[src/rtl/pea_ctrl_gen2.sv]
// PE-array controller: runs a flush/compute pass for every input channel,
// output channel and output tile. Supports stride, 1x1/3x3 kernels, stalls and abort.
module pea_ctrl_gen2 #(
    parameter int TILE_COLS    = 16,
    parameter int TILE_ROWS    = 8,
    parameter int CH_CNT_WIDTH = 10,
    parameter int FMS_WIDTH    = 8,
    parameter int FLUSH_DEPTH  = 5,
    parameter int PVALID_LAT   = 3
) (
    input  logic                    clk,
    input  logic                    rstn,
    input  logic [CH_CNT_WIDTH-1:0] cfg_chi,
    input  logic [CH_CNT_WIDTH-1:0] cfg_cho,
    input  logic [1:0]              cfg_stride,
    input  logic                    cfg_k3,
    input  logic [FMS_WIDTH-1:0]    ifm_size,
    input  logic                    start_conv,
    input  logic                    abort,
    input  logic                    data_ready,
    output logic                    ifm_read,
    output logic                    wgt_read,
    output logic                    pvalid,
    output logic [TILE_ROWS-1:0]    row_mask,
    output logic                    ic_done,
    output logic                    oc_done,
    output logic                    tile_done,
    output logic                    conv_done,
    output logic                    busy,
    output logic                    cfg_err
);

    localparam int COL_W = (TILE_COLS > 1) ? $clog2(TILE_COLS) : 1;
    localparam int FL_W  = $clog2(FLUSH_DEPTH);
    localparam logic [FMS_WIDTH-1:0] TC           = FMS_WIDTH'(TILE_COLS);
    localparam logic [FMS_WIDTH-1:0] TR           = FMS_WIDTH'(TILE_ROWS);
    localparam logic [FL_W-1:0]      FLUSH_LAST   = FL_W'(FLUSH_DEPTH - 1);
    localparam logic [COL_W-1:0]     COL_FULL_MAX = COL_W'(TILE_COLS - 1);

    typedef enum logic [1:0] {ST_IDLE, ST_FLUSH, ST_CALC} state_t;

    state_t                  state_reg;
    logic [CH_CNT_WIDTH-1:0] chi_reg;
    logic [CH_CNT_WIDTH-1:0] cho_reg;
    logic [CH_CNT_WIDTH-1:0] ic_cnt_reg;
    logic [CH_CNT_WIDTH-1:0] oc_cnt_reg;
    logic [1:0]              stride_reg;
    logic [1:0]              phase_reg;
    logic                    k3_reg;
    logic [FMS_WIDTH-1:0]    ofm_reg;
    logic [FMS_WIDTH-1:0]    tcol_reg;
    logic [FMS_WIDTH-1:0]    trow_reg;
    logic [FL_W-1:0]         flush_cnt_reg;
    logic [COL_W-1:0]        col_reg;
    logic                    cfg_err_reg;

    // Start-time config decode
    logic [FMS_WIDTH-1:0] k_in;
    logic [FMS_WIDTH-1:0] ifm_diff;
    logic [FMS_WIDTH-1:0] ofm_quot;
    logic [FMS_WIDTH-1:0] ofm_next;
    logic                 cfg_bad;

    always_comb begin
        k_in     = cfg_k3 ? FMS_WIDTH'(3) : FMS_WIDTH'(1);
        ifm_diff = ifm_size - k_in;
        case (cfg_stride)
            2'd0:    ofm_quot = ifm_diff;
            2'd1:    ofm_quot = ifm_diff >> 1;
            2'd2:    ofm_quot = ifm_diff / FMS_WIDTH'(3);
            default: ofm_quot = ifm_diff >> 2;
        endcase
        ofm_next = ofm_quot + FMS_WIDTH'(1);
        cfg_bad  = (cfg_chi == '0) || (cfg_cho == '0) || (ifm_size < k_in);
    end

    // Tile geometry; working from ofm-1 keeps every value inside FMS_WIDTH
    logic [FMS_WIDTH-1:0]    ofm_m1;
    logic [FMS_WIDTH-1:0]    last_tcol;
    logic [FMS_WIDTH-1:0]    last_trow;
    logic [FMS_WIDTH-1:0]    col_rem;
    logic [FMS_WIDTH-1:0]    row_rem;
    logic                    is_last_tcol;
    logic                    is_last_trow;
    logic [COL_W-1:0]        col_max;
    logic [TILE_ROWS-1:0]    tile_mask;
    logic [CH_CNT_WIDTH-1:0] chi_m1;
    logic [CH_CNT_WIDTH-1:0] cho_m1;

    assign ofm_m1       = ofm_reg - FMS_WIDTH'(1);
    assign last_tcol    = ofm_m1 / TC;
    assign last_trow    = ofm_m1 / TR;
    assign col_rem      = ofm_m1 % TC;
    assign row_rem      = ofm_m1 % TR;
    assign is_last_tcol = (tcol_reg == last_tcol);
    assign is_last_trow = (trow_reg == last_trow);
    assign col_max      = is_last_tcol ? COL_W'(col_rem) : COL_FULL_MAX;
    assign chi_m1       = chi_reg - CH_CNT_WIDTH'(1);
    assign cho_m1       = cho_reg - CH_CNT_WIDTH'(1);

    genvar gi;
    generate
        for (gi = 0; gi < TILE_ROWS; gi++) begin : g_mask
            assign tile_mask[gi] = !is_last_trow || (FMS_WIDTH'(gi) <= row_rem);
        end
    endgenerate

    logic in_calc;
    logic cnt_valid;
    logic last_col;
    logic ic_done_i;
    logic oc_done_i;
    logic tile_done_i;
    logic conv_done_i;

    assign in_calc     = (state_reg == ST_CALC);
    assign cnt_valid   = in_calc && data_ready && (phase_reg == stride_reg);
    assign last_col    = (col_reg == col_max);
    // An aborting cycle never reports completion
    assign ic_done_i   = cnt_valid && last_col && !abort;
    assign oc_done_i   = ic_done_i && (ic_cnt_reg == chi_m1);
    assign tile_done_i = oc_done_i && (oc_cnt_reg == cho_m1);
    assign conv_done_i = tile_done_i && is_last_tcol && is_last_trow;

    always_ff @(posedge clk or negedge rstn) begin
        if (!rstn) begin
            state_reg     <= ST_IDLE;
            chi_reg       <= '0;
            cho_reg       <= '0;
            stride_reg    <= '0;
            k3_reg        <= 1'b0;
            ofm_reg       <= '0;
            ic_cnt_reg    <= '0;
            oc_cnt_reg    <= '0;
            tcol_reg      <= '0;
            trow_reg      <= '0;
            phase_reg     <= '0;
            flush_cnt_reg <= '0;
            col_reg       <= '0;
            cfg_err_reg   <= 1'b0;
        end else begin
            cfg_err_reg <= 1'b0;
            if (abort) begin
                state_reg     <= ST_IDLE;
                ic_cnt_reg    <= '0;
                oc_cnt_reg    <= '0;
                tcol_reg      <= '0;
                trow_reg      <= '0;
                phase_reg     <= '0;
                flush_cnt_reg <= '0;
                col_reg       <= '0;
            end else begin
                case (state_reg)
                    ST_IDLE: begin
                        // Counters are already zero here: every loop wraps on conv_done
                        if (start_conv) begin
                            if (cfg_bad) begin
                                cfg_err_reg <= 1'b1;
                            end else begin
                                chi_reg    <= cfg_chi;
                                cho_reg    <= cfg_cho;
                                stride_reg <= cfg_stride;
                                k3_reg     <= cfg_k3;
                                ofm_reg    <= ofm_next;
                                state_reg  <= ST_FLUSH;
                            end
                        end
                    end
                    ST_FLUSH: begin
                        if (data_ready) begin
                            if (flush_cnt_reg == FLUSH_LAST) begin
                                flush_cnt_reg <= '0;
                                state_reg     <= ST_CALC;
                            end else begin
                                flush_cnt_reg <= flush_cnt_reg + FL_W'(1);
                            end
                        end
                    end
                    ST_CALC: begin
                        if (data_ready) begin
                            phase_reg <= (phase_reg == stride_reg) ? 2'd0 : phase_reg + 2'd1;
                            if (cnt_valid) begin
                                col_reg <= last_col ? '0 : col_reg + COL_W'(1);
                            end
                            if (ic_done_i) begin
                                ic_cnt_reg <= oc_done_i ? '0 : ic_cnt_reg + CH_CNT_WIDTH'(1);
                                state_reg  <= conv_done_i ? ST_IDLE : ST_FLUSH;
                            end
                            if (oc_done_i) begin
                                oc_cnt_reg <= tile_done_i ? '0 : oc_cnt_reg + CH_CNT_WIDTH'(1);
                            end
                            if (tile_done_i) begin
                                if (is_last_tcol) begin
                                    tcol_reg <= '0;
                                    trow_reg <= is_last_trow ? '0 : trow_reg + FMS_WIDTH'(1);
                                end else begin
                                    tcol_reg <= tcol_reg + FMS_WIDTH'(1);
                                end
                            end
                        end
                    end
                    default: state_reg <= ST_IDLE;
                endcase
            end
        end
    end

    // Free-running pvalid/row_mask delay line, deliberately not stalled
    generate
        for (gi = 0; gi < PVALID_LAT; gi++) begin : g_dly
            logic                 vld_reg;
            logic [TILE_ROWS-1:0] mask_reg;
            logic                 vld_in;
            logic [TILE_ROWS-1:0] mask_in;
            if (gi == 0) begin : g_head
                assign vld_in  = cnt_valid;
                assign mask_in = cnt_valid ? tile_mask : '0;
            end else begin : g_tail
                assign vld_in  = g_dly[gi-1].vld_reg;
                assign mask_in = g_dly[gi-1].mask_reg;
            end
            always_ff @(posedge clk or negedge rstn) begin
                if (!rstn) begin
                    vld_reg  <= 1'b0;
                    mask_reg <= '0;
                end else begin
                    vld_reg  <= vld_in;
                    mask_reg <= mask_in;
                end
            end
        end
    endgenerate

    assign pvalid    = g_dly[PVALID_LAT-1].vld_reg;
    assign row_mask  = g_dly[PVALID_LAT-1].mask_reg;
    assign ifm_read  = data_ready && (state_reg != ST_IDLE);
    assign wgt_read  = data_ready && (state_reg == ST_FLUSH) &&
                       (flush_cnt_reg < (k3_reg ? FL_W'(3) : FL_W'(1)));
    assign ic_done   = ic_done_i;
    assign oc_done   = oc_done_i;
    assign tile_done = tile_done_i;
    assign conv_done = conv_done_i;
    assign busy      = (state_reg != ST_IDLE);
    assign cfg_err   = cfg_err_reg;

endmodule

[config.mk]
export PLATFORM = sky130hd
export DESIGN_NAME = pea_ctrl_gen2
export DESIGN_NICKNAME = d
export VERILOG_FILES = /design/src/rtl/pea_ctrl_gen2.sv
export SDC_FILE = /design/constraint.sdc
export NUM_CORES = 1
export LEC_CHECK = 0
export BUFFER_PORTS_ARGS = -buffer_cell sky130_fd_sc_hd__buf_2
export CORE_ASPECT_RATIO = 0.7
export CORE_MARGIN = 2
export CORE_UTILIZATION = 40
export DETAILED_ROUTE_END_ITERATION = 8
export GPL_TIMING_DRIVEN = 1
export PLACE_DENSITY = 0.56
export SYNTH_ARGS = -nofsm -noshare
export SYNTH_HDL_FRONTEND = slang
export SYNTH_SLANG_ARGS = --single-unit
[constraint.sdc]
create_clock -name clk -period 7.8 [get_ports clk]
set_input_delay 1.56 -clock clk [delete_from_list [all_inputs] [get_ports clk]]
set_output_delay 1.56 -clock clk [all_outputs]
set_load 0.02 [all_outputs]
# Yosys cells after proc, flatten, opt, wreduce, memory -nomap -nowiden
# Cells that the tools add are included.
# W data, S select, Z words.
[word_totals]
output_inout_bits = 17
latchBits = 0
word_cells = 159
romBits = 0
inputBits = 36
memories = 0
mem_bits_rw = 0
regBits = 106
[classes]
bitwise_logic = 2
div_mod_pow = 1
eq_ne = 17
reduce_logical = 45
shift = 0
mux = 52
mul = 0
addsub = 12
order_cmp = 10
[op_table]
columns = ["operator", "count"]
rows = [
  ["$mux W10", 10],
  ["$mux W8", 12],
  ["$mux W2", 13],
  ["$add A8 B1 Y8 const B", 3],
  ["$mux W4", 6],
  ["$pmux W8 S3", 1],
  ["$add A10 B1 Y10 const B", 2],
  ["$eq A10 B10 Y1", 2],
  ["$logic_not A10 Y1", 2],
  ["$sub A10 B1 Y10 const B", 2],
  ["$reduce_bool A2 Y1", 9],
  ["$ne A3 B3 Y1 const B", 5],
  ["$le A3 B3 Y1 const A", 4],
  ["$mux W3", 4],
  ["$reduce_and A3 Y1", 4],
  ["$logic_and A1 B1 Y1", 11],
  ["$logic_or A1 B1 Y1", 10],
  ["$div A8 B2 Y8 const B", 1],
  ["$eq A8 B4 Y1", 1],
  ["$eq A8 B5 Y1", 1],
  ["$lt A8 B2 Y1", 1],
  ["$reduce_and A4 Y1", 2],
  ["$sub A8 B1 Y8 const B", 1],
  ["$sub A8 B2 Y8", 1],
  ["other kinds (19)", 31],
]

# Logic depth before layout (Yosys ltp)
[logic_depth]
word_depth = 15
ltp_mapped = 20
mapped_depth_nobuf = 17

# Worst setup path after synthesis
# Ideal clock, no wire load.
[synth_path]
path_kind = "input port to flip-flop"
startpoint = "input port ifm_size[0]"
endpoint = "register ofm_reg[1]"
setup_time_ns = 0.125
arrival_time_ns = 5.706
required_ns = 7.675
setup_slack_ns = 1.969
stages = 18
path_buffers = 3
path_cell_list = "clkbuf_1 -> inv_1 -> fa_1 -> or4b_4 -> buf_6 -> or3_1 -> buf_6 -> a211oi_4 -> or2b_1 -> o211ai_1 -> a211o_1 -> ha_1 -> o21a_1 -> o21a_1 -> or4_4 -> o211a_1 -> ha_1 -> mux2_2"
[synth_between]
elab_chain_cells = 4
elab_cells_between_ends = 8
cone_classes = "add/sub: 2; div: 1; order compare: 1; mux: 1; bitwise: 1; reduce/logical: 2"
[synth_rtl]
columns = ["element", "line", "text"]
rows = [
  ["start, declared", "17", "input logic [FMS_WIDTH-1:0] ifm_size,"],
  ["$sub A8 B2 Y8 (*)", "66", "ifm_diff = ifm_size - k_in;"],
  ["$div A8 B2 Y8", "70", "2'd2: ofm_quot = ifm_diff / FMS_WIDTH'(3);"],
  ["$pmux W8 S3 (*)", "67", "case (cfg_stride)"],
  ["$add A8 B1 Y8 (*)", "73", "ofm_next = ofm_quot + FMS_WIDTH'(1);"],
  ["named net ofm_next[1]", "61", "logic [FMS_WIDTH-1:0] ofm_next;"],
  ["end signal, assigned", "164", "ofm_reg <= ofm_next;"],
  ["end, declared", "50", "logic [FMS_WIDTH-1:0] ofm_reg;"],
]
# Mark *: on every way through the listed nets, which the timed path passes. The rest lies on a longest branch.
# A chain may end at the register's enable or synchronous reset.

# Worst setup path after layout
[layout_path]
startpoint = "input port ifm_size[0]"
endpoint = "register ofm_reg[6]"
[layout_between]
elab_chain_cells = 4
elab_cells_between_ends = 8
cone_classes = "add/sub: 2; div: 1; order compare: 1; mux: 1; bitwise: 1; reduce/logical: 2"
[layout_rtl]
columns = ["element", "line"]
rows = [
  ["$sub A8 B2 Y8 / $lt A8 B2 Y1 (equally long branches)", "66, 74"],
  ["$div A8 B2 Y8 / $logic_or A1 B1 Y1 (equally long branches)", "70, 74"],
  ["$pmux W8 S3 / $not A1 Y1 (equally long branches)", "--"],
  ["$add A8 B1 Y8 / $reduce_and A4 Y1 (equally long branches)", "--"],
]
# Several ways; a longest one is shown, not always the timed one.

==> results.toml <==
[sta]
finalSetupViolations = 0
fin_ws_ps = 1500
hold_viol_final = 0
period_share_pct = 80.8
rsz0062_at_grt = "no"
final.setup.tns_ps = 0
slew_violations = 0
final.min_clock_period_ps = 6300
finalClockSkew_ps = 11.0
relSlewSlack_pct = 17.6
hold_slack_ps = 351
tightest_slew_ps = 1220
fmax_mhz = 159

[yosys]
ys_top_cells_by_area = "dfrtp_1 37%, xnor2_1 4.7%, mux2_2 4.1%"
ys_warn_count = 0
synth-adder-area-share_pct = 3.41
synth-seq-cells = 106
synthMuxAreaShare_pct = 5.60
synth_top_cell_area_share_pct = 36.9
yosys.area_share.simple_pct = 23.1
yosysMostFrequentCell = "dfrtp_1"
async_reset_ff_share_pct = 100
syn_nets = 865
yosys_most_used_dff = "dfrtp_1"
synth_top_family_by_area = "simple AND/OR/NAND/NOR gates"
synth_compound_area_share_pct = 17.6
netlist_area_um2 = 7200
yosysTopAreaCell = "dfrtp_1"
synth_area_per_cell_um2 = 8.89
synthCells = 810
synth_edf_count = 0
yosysUniqueCellTypes = 75
synth-seq-area-share_pct = 36.9
netlist_top_cells_count = "106 x dfrtp_1, 74 x nor2_1, 60 x nand2_1"
synth_xor_area_share_pct = 9.41

[global_route]
grt_overflow = 0
grt_pass1_vias = 5916
grt_start_max_net_pins = 59
grt_pass1_wl_um = 31000
grt_usage_pct = 20.6
antenna_found_initial = 0

[placed_design]
io_buffers = 52
placed_area_um2 = 7610
dp_slack_ps = 1210
dp_cells = 1059
place_congestion = 1.01
dp_hpwl_um = 14200

[worst_setup_path]
cp.arrival_ps = 6520
crit_top_cell = "ha_1"
cp_max_fo = 21
r2r-end = "trow_reg[7]$_DFFE_PN0P_"
critPathRequiredTime_ps = 8020
crit_slowest_cell = "fa_1"
end_kind = "flip-flop"
reg2reg_depth = 10
r2r_start = "ofm_reg[2]$_DFFE_PN0P_"
crit_path_max_incr_delay_ps = 630
worstSetupPathType = "input port to flip-flop"
regToRegSetupSlack_ps = 3450
start_kind = "input port"
crit_chain = "buf_2, inv_1, fa_1, or4b_4, or3_1, a211oi_4, or2b_1, o211ai_1, a211o_1, ha_1, o31ai_1, a21oi_1, or4_4, o211a_1, ha_1, nand3_1, xnor2_1, o21ai_0"

[power]
irDropWorstVdd_mv = 0.113
p_seq_share_pct = 37.6
p_comb_share_pct = 40.3
p_clk_share_pct = 22.1
power.density_nw_per_um2 = 264
p_int_w = 0.00125
power.switching_w = 0.000844
p_leak_nw = 3.50
netSwitchingFraction_pct = 40.3

[clock_tree]
path_clk_slew_ps = 80
htree_levels = 3
worstSkewPairLatency_ps = 360
post_cts_resized = 0
cts.sinks = 106
max-clock-path-buffers = 2
numCtsBuffers = 9
cts_tree = "built"
post-cts-setup-buffers = 0
cts_hold_buf = 0
cts_root_buffer = "clkbuf_16"

[run]
cap_violations = 0

[detailed_routing]
first_pass_iters = 6
wire_per_inst_um = 17.8
ant_nets = 0
finalWirelength_um = 19100
drcViolationCount = 0
drt_iter0_drc = 696
vias_per_cell = 5.92
via_count = 6361

[final_layout]
instances_no_fill = 1075
largest_reg_flops = 16
finalInstanceArea_um2 = 7920
drive_above_1_share_pct = 12.9
antenna-diode-count = 0
finalNetCount = 894
syn2layout_area_growth_pct = 10.0

[worst_hold_path]
hp-class = "flip-flop to flip-flop"
min_to = "row_mask[0]$_DFF_PN0_"
hp-start = "g_dly[1].mask_reg[0]$_DFF_PN0_"
hold_depth = 0

[die]
start_util_pct = 41.4
die_h_um = 116
die_area_um2 = 19100
row_count = 40
io_pins = 53
fp.dieW_um = 164
core_um2 = 17400

[outcome]
status = "complete, no violations"
-- worst max-delay path, delay by kind of cell --
family	cells	cell delay (ps)
and+or+nand+nor	5	1910
AOI/OAI and AO/OA	7	1560
adders and majority gates	3	1120
buffers and inverters	2	250
xor gates and xnor gates	1	130
-- worst max-delay path by stage --
stage / start / end / slack [ps] / cells after the start
4_1_cts: ifm_size[0] / ofm_reg[6]$_DFFE_PN0P_ / 1570 / 18
3_3_place_gp: ifm_size[0] / ofm_reg[4]$_DFFE_PN0P_ / 1300 / 18
6_report: ifm_size[0] / ofm_reg[6]$_DFFE_PN0P_ / 1500 / 18
3_5_place_dp: ifm_size[0] / ofm_reg[6]$_DFFE_PN0P_ / 1210 / 18
2_1_floorplan: ifm_size[0] / ofm_reg[1]$_DFFE_PN0P_ / 1970 / 18
5_1_grt: ifm_size[0] / ofm_reg[6]$_DFFE_PN0P_ / 1300 / 18
-- power by group through the flow --
| stage | sequential [W] | combinational (W) | clock, W |
|---|---|---|---|
| 2_1_floorplan | 0.000740 | 0.000663 | 0 |
| 3_3_place_gp | 0.000790 | 0.000807 | 0 |
| 3_5_place_dp | 0.000797 | 0.000834 | 0 |
| 4_1_cts | 0.000785 | 0.000838 | 0.000476 |
| 5_1_grt | 0.000804 | 0.000935 | 0.000498 |
| 6_report | 0.000788 | 0.000844 | 0.000462 |
-- per-layer routing --
| layer | wire, um | GRT usage (%) | share of wire, % |
|---|---|---|---|
| met3 | 1200 | 4.55 | 6.3 |
| met5 | 0 | 0 | 0 |
| met1 | 9780 | 31.0 | 51 |
| met2 | 7930 | 30.1 | 41 |
| met4 | 226 | 4.85 | 1.2 |
-- cells by family (layout without fill, tap and decap cells) --
kind of cell	count (synthesis)	after routing
AND/OR/NAND/NOR	317	317
AO/OA/AOI/OAI	189	189
flip-flops	106	106
XOR/XNOR	71	71
buffers and inverters	71	105
multiplexers	37	37
adder cells (fa/ha/maj)	19	19
-- cell type report --
class / instances / area (um^2)
clock buffers: 9 / 225
clock inverters: 7 / 81.3
well taps: 231 / 289
inverters: 32 / 120
fillers: 1667 / 9450
flip-flops and latches: 106 / 2650
repair buffers: 57 / 300
multi-input cells: 633 / 4250
-- per-stage QoR --
step | util [%] | power (W)
2_1_floorplan | - | 0.00140
3_3_place_gp | 43.8 | 0.00160
3_5_place_dp | 43.8 | 0.00163
4_1_cts | 45.6 | 0.00210
5_1_grt | 45.6 | 0.00224
6_report | 45.6 | 0.00209
-- layout by cell type (no fill, tap or decap), types with 5 or more instances in the layout --
master     synthesis  layout
o31ai_1           10      10
and2_1             5       5
nand2b_1          11      11
a21o_1             6       6
mux2i_1           11      11
nor4_1            10      10
nand2_1           60      60
buf_4              1       6
nor3b_1           12      12
clkbuf_16          0       9
or3_1              9       9
xor2_1            28      28
and3_1            14      14
o21ai_0           54      54
nand3_1           32      32
a21oi_1           27      27
ha_1              18      18
a211oi_1           7       7
nor3_1            25      25
o21a_1             7       7
xnor2_1           39      39
o211ai_1           8       8
nand3b_1           5       5
inv_1             31      31
nor2b_1           10      10
buf_2              1      51
nand4_1           20      20
mux2_2            26      26
a31oi_1           17      17
dfrtp_1          106     106
nor2_1            74      74
or4_1              7       7
(Power assumes the default switching activity.)
